### src/rtl/alu_exec_ctrl.sv
// ============================================================================
//  Module      : alu_exec_ctrl
//  Description : Serial execution controller sitting in front of a 4-bit
//                combinational ALU. Owns a 4 x 4-bit register file, accepts
//                one instruction per valid/ready handshake, drives the ALU
//                operands/opcode from registers, writes the ALU result back
//                and reports each retired result as a one-cycle pulse.
//
//  Ports
//    clk, rst            : clock, synchronous active-high reset
//    instr_valid/ready   : instruction handshake
//    instr_op/dst/sa/sb  : opcode, destination and source register indices
//    instr_imm_en/imm    : immediate replaces operand B when enabled
//    A, B, Op            : registered ALU operands and opcode
//    R                   : ALU result (combinational from A, B, Op)
//    res_valid           : one-cycle retire pulse
//    res_data/dst/zero   : retired result, its destination, zero flag
//    dbg_addr/dbg_data   : combinational register-file read port
//
//  Revision    : 1.0 - initial release
// ============================================================================
`default_nettype none

module alu_exec_ctrl #(
    parameter logic [3:0] RESET_VAL = 4'h0
) (
    input  logic       clk,
    input  logic       rst,
    input  logic       instr_valid,
    output logic       instr_ready,
    input  logic [2:0] instr_op,
    input  logic [1:0] instr_dst,
    input  logic [1:0] instr_sa,
    input  logic [1:0] instr_sb,
    input  logic       instr_imm_en,
    input  logic [3:0] instr_imm,
    output logic [3:0] A,
    output logic [3:0] B,
    output logic [2:0] Op,
    input  logic [3:0] R,
    output logic       res_valid,
    output logic [3:0] res_data,
    output logic [1:0] res_dst,
    output logic       res_zero,
    input  logic [1:0] dbg_addr,
    output logic [3:0] dbg_data
);

    localparam logic [1:0] c_S_IDLE = 2'd0;
    localparam logic [1:0] c_S_EXEC = 2'd1;
    localparam logic [1:0] c_S_WB   = 2'd2;

    logic [1:0] r_state;
    logic [3:0] r_regs [0:3];
    logic [3:0] r_a;
    logic [3:0] r_b;
    logic [2:0] r_op;
    logic [1:0] r_dst;
    logic       r_res_valid;
    logic [3:0] r_res_data;
    logic [1:0] r_res_dst;
    logic       r_res_zero;

    logic       w_accept;
    logic [3:0] w_operand_b;

    assign instr_ready = (r_state == c_S_IDLE);
    assign w_accept    = instr_ready && instr_valid;
    assign w_operand_b = instr_imm_en ? instr_imm : r_regs[instr_sb];

    always_ff @(posedge clk) begin
        if (rst) begin
            r_state     <= c_S_IDLE;
            for (int i = 0; i < 4; i++) begin
                r_regs[i] <= RESET_VAL;
            end
            r_a         <= 4'h0;
            r_b         <= 4'h0;
            r_op        <= 3'b000;
            r_dst       <= 2'd0;
            r_res_valid <= 1'b0;
            r_res_data  <= 4'h0;
            r_res_dst   <= 2'd0;
            r_res_zero  <= 1'b1;
        end else begin
            // Pulse: cleared every cycle unless WB sets it below.
            r_res_valid <= 1'b0;
            case (r_state)
                c_S_IDLE: begin
                    if (w_accept) begin
                        r_a     <= r_regs[instr_sa];
                        r_b     <= w_operand_b;
                        r_op    <= instr_op;
                        r_dst   <= instr_dst;
                        r_state <= c_S_EXEC;
                    end
                end
                c_S_EXEC: begin
                    // One cycle for the external ALU path to settle.
                    r_state <= c_S_WB;
                end
                c_S_WB: begin
                    r_regs[r_dst] <= R;
                    r_res_data    <= R;
                    r_res_dst     <= r_dst;
                    r_res_zero    <= (R == 4'h0);
                    r_res_valid   <= 1'b1;
                    r_state       <= c_S_IDLE;
                end
                default: begin
                    r_state <= c_S_IDLE;
                end
            endcase
        end
    end

    assign A         = r_a;
    assign B         = r_b;
    assign Op        = r_op;
    assign res_valid = r_res_valid;
    assign res_data  = r_res_data;
    assign res_dst   = r_res_dst;
    assign res_zero  = r_res_zero;

    // Reads the pre-edge contents, so a same-cycle WB write shows up next cycle.
    assign dbg_data  = r_regs[dbg_addr];

endmodule

`default_nettype wire

### config.mk
export PLATFORM = sky130hd
export DESIGN_NAME = alu_exec_ctrl
export DESIGN_NICKNAME = d
export VERILOG_FILES = /design/src/rtl/alu_exec_ctrl.sv
export SDC_FILE = /design/constraint.sdc
export NUM_CORES = 1
export LEC_CHECK = 0
export ABC_CLOCK_PERIOD_IN_PS = 1900
export CORE_AREA = 2 2 76 78
export DETAILED_ROUTE_END_ITERATION = 10
export DIE_AREA = 0 0 78 80
export PLACE_DENSITY = 0.63
export SLEW_MARGIN = 20
export SYNTH_ARGS = -nofsm -noshare
export SYNTH_HDL_FRONTEND = slang
export SYNTH_SLANG_ARGS = --single-unit
### constraint.sdc
create_clock -name clk -period 1.9 [get_ports clk]
set_clock_uncertainty 0.2 [all_clocks]
set_input_delay 0.285 -clock clk [delete_from_list [all_inputs] [get_ports clk]]
set_output_delay 0.285 -clock clk [all_outputs]
set_load 0.005 [all_outputs]
After elaboration in Yosys (flattened, before gate mapping)
Memories as Yosys holds them, arrays and structs flattened. A register that Yosys moved wholly into a read port is not among the register bits.
Cells that the tools add are included.
{"block": "totals", "mem_count": 1, "register_bits": 19, "out_inout_bits": 24, "ram_bits": 16}
{"name": "r_regs", "depth": 4, "width": 4, "read_ports": 3, "rd_clocked_by_memory_dff": 1, "wr": 4, "line": "54", "text": "logic [3:0] r_regs [0:3];"}
{"block": "op_classes", "muxes": 11, "eq_ne": 3, "reduce_logical": 5}
{"operator": "2-to-1 mux 4 bit", "n": 2}
{"operator": "2-to-1 mux 1 bit", "n": 6}
{"operator": "logical NOT 4 bit", "n": 1}
{"operator": "2-to-1 mux 2 bit", "n": 2}
{"operator": "one-hot mux 2 bit (2 select lines)", "n": 1}
{"operator": "OR reduction 4 bit", "n": 1}
{"operator": "equality test 2 x 1 -> 1 bit, second input constant", "n": 1}
{"operator": "equality test 2 bit, second input constant", "n": 1}
{"operator": "logical NOT 2 bit", "n": 1}
{"operator": "!= test 2 x 1 -> 1 bit, second input constant", "n": 1}
{"operator": "AND reduction 2 bit", "n": 1}
{"operator": "logical AND 1 bit", "n": 1}

Depth between registers and ports, before layout
{"block": "depth", "ltp_word": 6, "ltp_mapped": 5}

Worst setup path after synthesis
Ideal clock, no wire load.
{"block": "synth_path", "path_type": "reg-to-reg", "startpoint": "reg r_state[1]", "endpoint": "mem r_regs[2][0] (enable)", "period_less_slack_ps": 1523, "n_path_buf": 0, "setup_time_ps": 297, "path_slack_ps": 377, "required_time_ps": 1403, "stages_incl_launch_ff": 4, "arrival_time_ps": 1025, "cell_sequence": "dfxtp_1 nand2b_1 nor4b_4 or2_2"}
{"item": "start: declaration", "line": "53", "text": "logic [1:0] r_state;"}
{"item": "start signal: assignment", "line": "73", "text": "r_state <= c_S_IDLE;"}
{"item": "start signal: assignment", "line": "95", "text": "r_state <= c_S_EXEC;"}
{"item": "start signal: assignment", "line": "100", "text": "r_state <= c_S_WB;"}
{"item": "end: declaration", "line": "54"}

==> run_results.csv <==
group,metric,value,unit
status,outcome,"finished, final reports clean",
logic_synthesis,syn-num-nets,182,
floorplanning,initial_core_util,34.0,%
sta,post-route-min-period,1.83,ns
power,power,0.00191,W
power,leakagePower,0.960,nW
cells_and_area,antennaDiodeCount,0,
logic_synthesis,post_synth_main_area_contributors,"sky130_fd_sc_hd__edfxtp_1 26%, sky130_fd_sc_hd__dfxtp_1 25%, sky130_fd_sc_hd__mux4_2 9.8%",
clock_tree,clkSinkCount,39,
cells_and_area,syn2layout_area_growth,40.1,%
setup_path,setup.worst_path.start_class,"register",
detailed_routing,finalWirelength,3.84,mm
setup_path,critical_path.endpoint_type,"output pin",
sta,grt_setup_unrepaired,"no",
clock_tree,path_clk_slew,0.08,ns
sta,relSlewSlack,77.7,%
detailed_routing,routed_wl_per_cell,13.1,um
job,drv.max_cap_violation_count,0,
logic_synthesis,postSynthCellCount,159,
global_route,grt_pass1_wl,6.51,mm
sta,timing.final.ws_setup,0.0677,ns
logic_synthesis,yosys_most_used_dff,"sky130_fd_sc_hd__dfxtp_1",
logic_synthesis,yosys_warnings,0,
sta,hold_viol_final,0,
logic_synthesis,synth_common_cells,"31 x sky130_fd_sc_hd__nand2_1, 23 x sky130_fd_sc_hd__dfxtp_1, 16 x sky130_fd_sc_hd__and2_1, 16 x sky130_fd_sc_hd__edfxtp_1, 15 x sky130_fd_sc_hd__a21oi_1",
setup_path,critical_path_required,1.41,ns
global_route,grt_pass1_vias,1426,
detailed_routing,drt-vias-per-instance,4.66,
logic_synthesis,synth_area_per_cell,11.6,sq um
sta,finalMaxSlewViolations,0,
logic_synthesis,netlist-cell-type-count,27,
clock_tree,cts_made_buffers,5,
power,max-vdd-ir-drop,0.000427,V
power,power.density,740,nW/um^2
place,place_hpwl,2.94,mm
floorplanning,die_area,6240,sq um
setup_path,critical_path.cell_chain,"mux4_2 -> buf_2",
place,portBuffers,46,
global_route,gr-total-overflow,0,
place,dp_worst_setup_slack,-0.521,ns
detailed_routing,detailedRoute.firstPassIterationCount,5,
clock_tree,cts_buffer_depth,2,
detailed_routing,vias,1364,
setup_path,crit_path_max_fanout,3,
floorplanning,ioPinCount,47,
floorplanning,die-width,78,um
logic_synthesis,synth_edf_count,16,
min_path,hold_path.class,"reg -> reg",
logic_synthesis,yosys.area.top_type_share,26.1,%
clock_tree,clock_tree_from_tritoncts,"built",
setup_path,timing.critical_path.arrival,1.35,ns
setup_path,cpPeakStageDelay,0.50,ns
floorplanning,die_height,80,um
cells_and_area,final_core_util,47.7,%
sta,finalSetupViolations,0,
setup_path,timing_worst_setup_path_type,"reg -> out",
place,gp_congestion,0.692,
logic_synthesis,async_set_reset_flop_share_out_of_synthesis,0,%
clock_tree,h_tree_depth_reported_by_cts,2,
global_route,grt_use_total,13.4,%
sta,clock.fmax,546,MHz
sta,final.period_utilization,96.4,%
floorplanning,placementRows,27,
logic_synthesis,synth-seq-cells,39,
logic_synthesis,synth_area_leader_cell,"sky130_fd_sc_hd__edfxtp_1",
logic_synthesis,seq_area_frac_synth,51.2,%
sta,fin_setup_tns,0,ns
global_route,grt_antenna_before_repair,0,
cells_and_area,final_layout_size_suffix_gt1_share,24.9,%
logic_synthesis,synth.cell_area,1840,sq um
cells_and_area,finish.net_count,243,
detailed_routing,postRouteAntennaNets,0,
cells_and_area,postLayoutCellArea,2580,sq um
clock_tree,worst_skew_pair.late_latency,0.29,ns
place,place_area,2460,sq um
detailed_routing,dr.first_iter.drc_count,42,
sta,worst-slew-pin-transition,0.335,ns
global_route,pin_count_of_the_biggest_net_entering_global_routing,18,
logic_synthesis,yosys.cell_count.top_type,"sky130_fd_sc_hd__nand2_1",
floorplanning,core_box_area,5410,sq um
clock_tree,clock-root-buffer,"sky130_fd_sc_hd__clkbuf_8",
setup_path,slowest_stage,"sky130_fd_sc_hd__mux4_2",
detailed_routing,drc_errors,0,
==> area by class of cell <==
| type | instances | area [sq um] |
|---|---|---|
| sequential | 39 | 942 |
| multi-input combinational | 111 | 837 |
| tap | 72 | 90.1 |
| timing repair buffer | 63 | 596 |
| fill | 511 | 2830 |
| clock inverter | 3 | 43.8 |
| clock buffer | 5 | 68.8 |
==> layer usage <==
layer / wire (um) / track usage, % / vias up
met2: 1890 / 23.8 / 39
met5: 0 / 0 / -
met1: 1670 / 15.4 / 626
met3: 235 / 3.96 / 5
met4: 44 / 4.74 / 0
li1: - / - / 694
==> stage by stage <==
stage | hold slack, ns | instances
after floorplan | 0.221 | 159
after global placement | 0.242 | 282
after detailed placement | 0.248 | 282
after CTS | 0.259 | 292
after global routing | 0.280 | 293
final | 0.254 | 293
==> worst max-delay path, delay by kind of cell, from the launching register on <==
kind,cells,cell delay (ns)
flip-flops,1,0.42
buffers and inverters,1,0.14
multiplexers,1,0.50
==> report_power, final <==
group	internal, W	switching [W]	total [W]
Clock	0.000391	0.000294	0.000685
Combinational	0.000175	0.000105	0.000280
Sequential	0.000910	0.0000318	0.000942
Total	0.00148	0.000431	0.00191
==> cell families after synthesis <==
group                  after synthesis  share of synthesized area, %
flip-flops                          39                          51.2
AO/OA/AOI/OAI                       25                          8.84
buffers and inverters                9                          3.33
AND/OR/NAND/NOR                     70                          21.2
multiplexers                        16                          15.5
==> final timing paths <==
check,from,to,slack [ns],cells past startpoint
setup / recovery,r_regs[3][2],dbg_data[2],0.07,2
setup reg to reg,r_state[1],r_regs[2][2],0.30,3
hold / removal,Op[2],Op[2],0.25,2
hold reg to reg,Op[2],Op[2],0.25,2
==> placed cells by master, fill, tap and decap left out, drive strengths merged <==
cell type,count
mux4,8
nand2b,2
nor3b,2
mux2,8
clkinv,2
or4,1
a211oi,4
dfxtp,23
clkdlybuf4s15,1
dlymetal6s2s,1
clkdlybuf4s50,40
edfxtp,16
a31o,1
and2b,1
a211o,1
bufinv,1
buf,20
and2,16
nand2,31
or3b,1
nor4,2
clkbuf,6
a21oi,15
or2,3
a222oi,4
nor2,9
nor2b,1
nor4b,1
==> sequential cells by signal, indices dropped and copies added, names as in the netlist <==
name and count:
res_valid 1, A 4, res_zero 1, res_dst 2, res_data 4, B 4
r_dst 2, r_state 2, r_regs 16, Op 3
==> what timing repair did <==
item                                    CTS  global route
cloned                                    0             0
endpoints found under the setup margin    5             1
setup buffers                             2             1
hold buffers                              0             0
resized for setup                        17             2
Note: power is estimated with default switching activity, not from simulation.
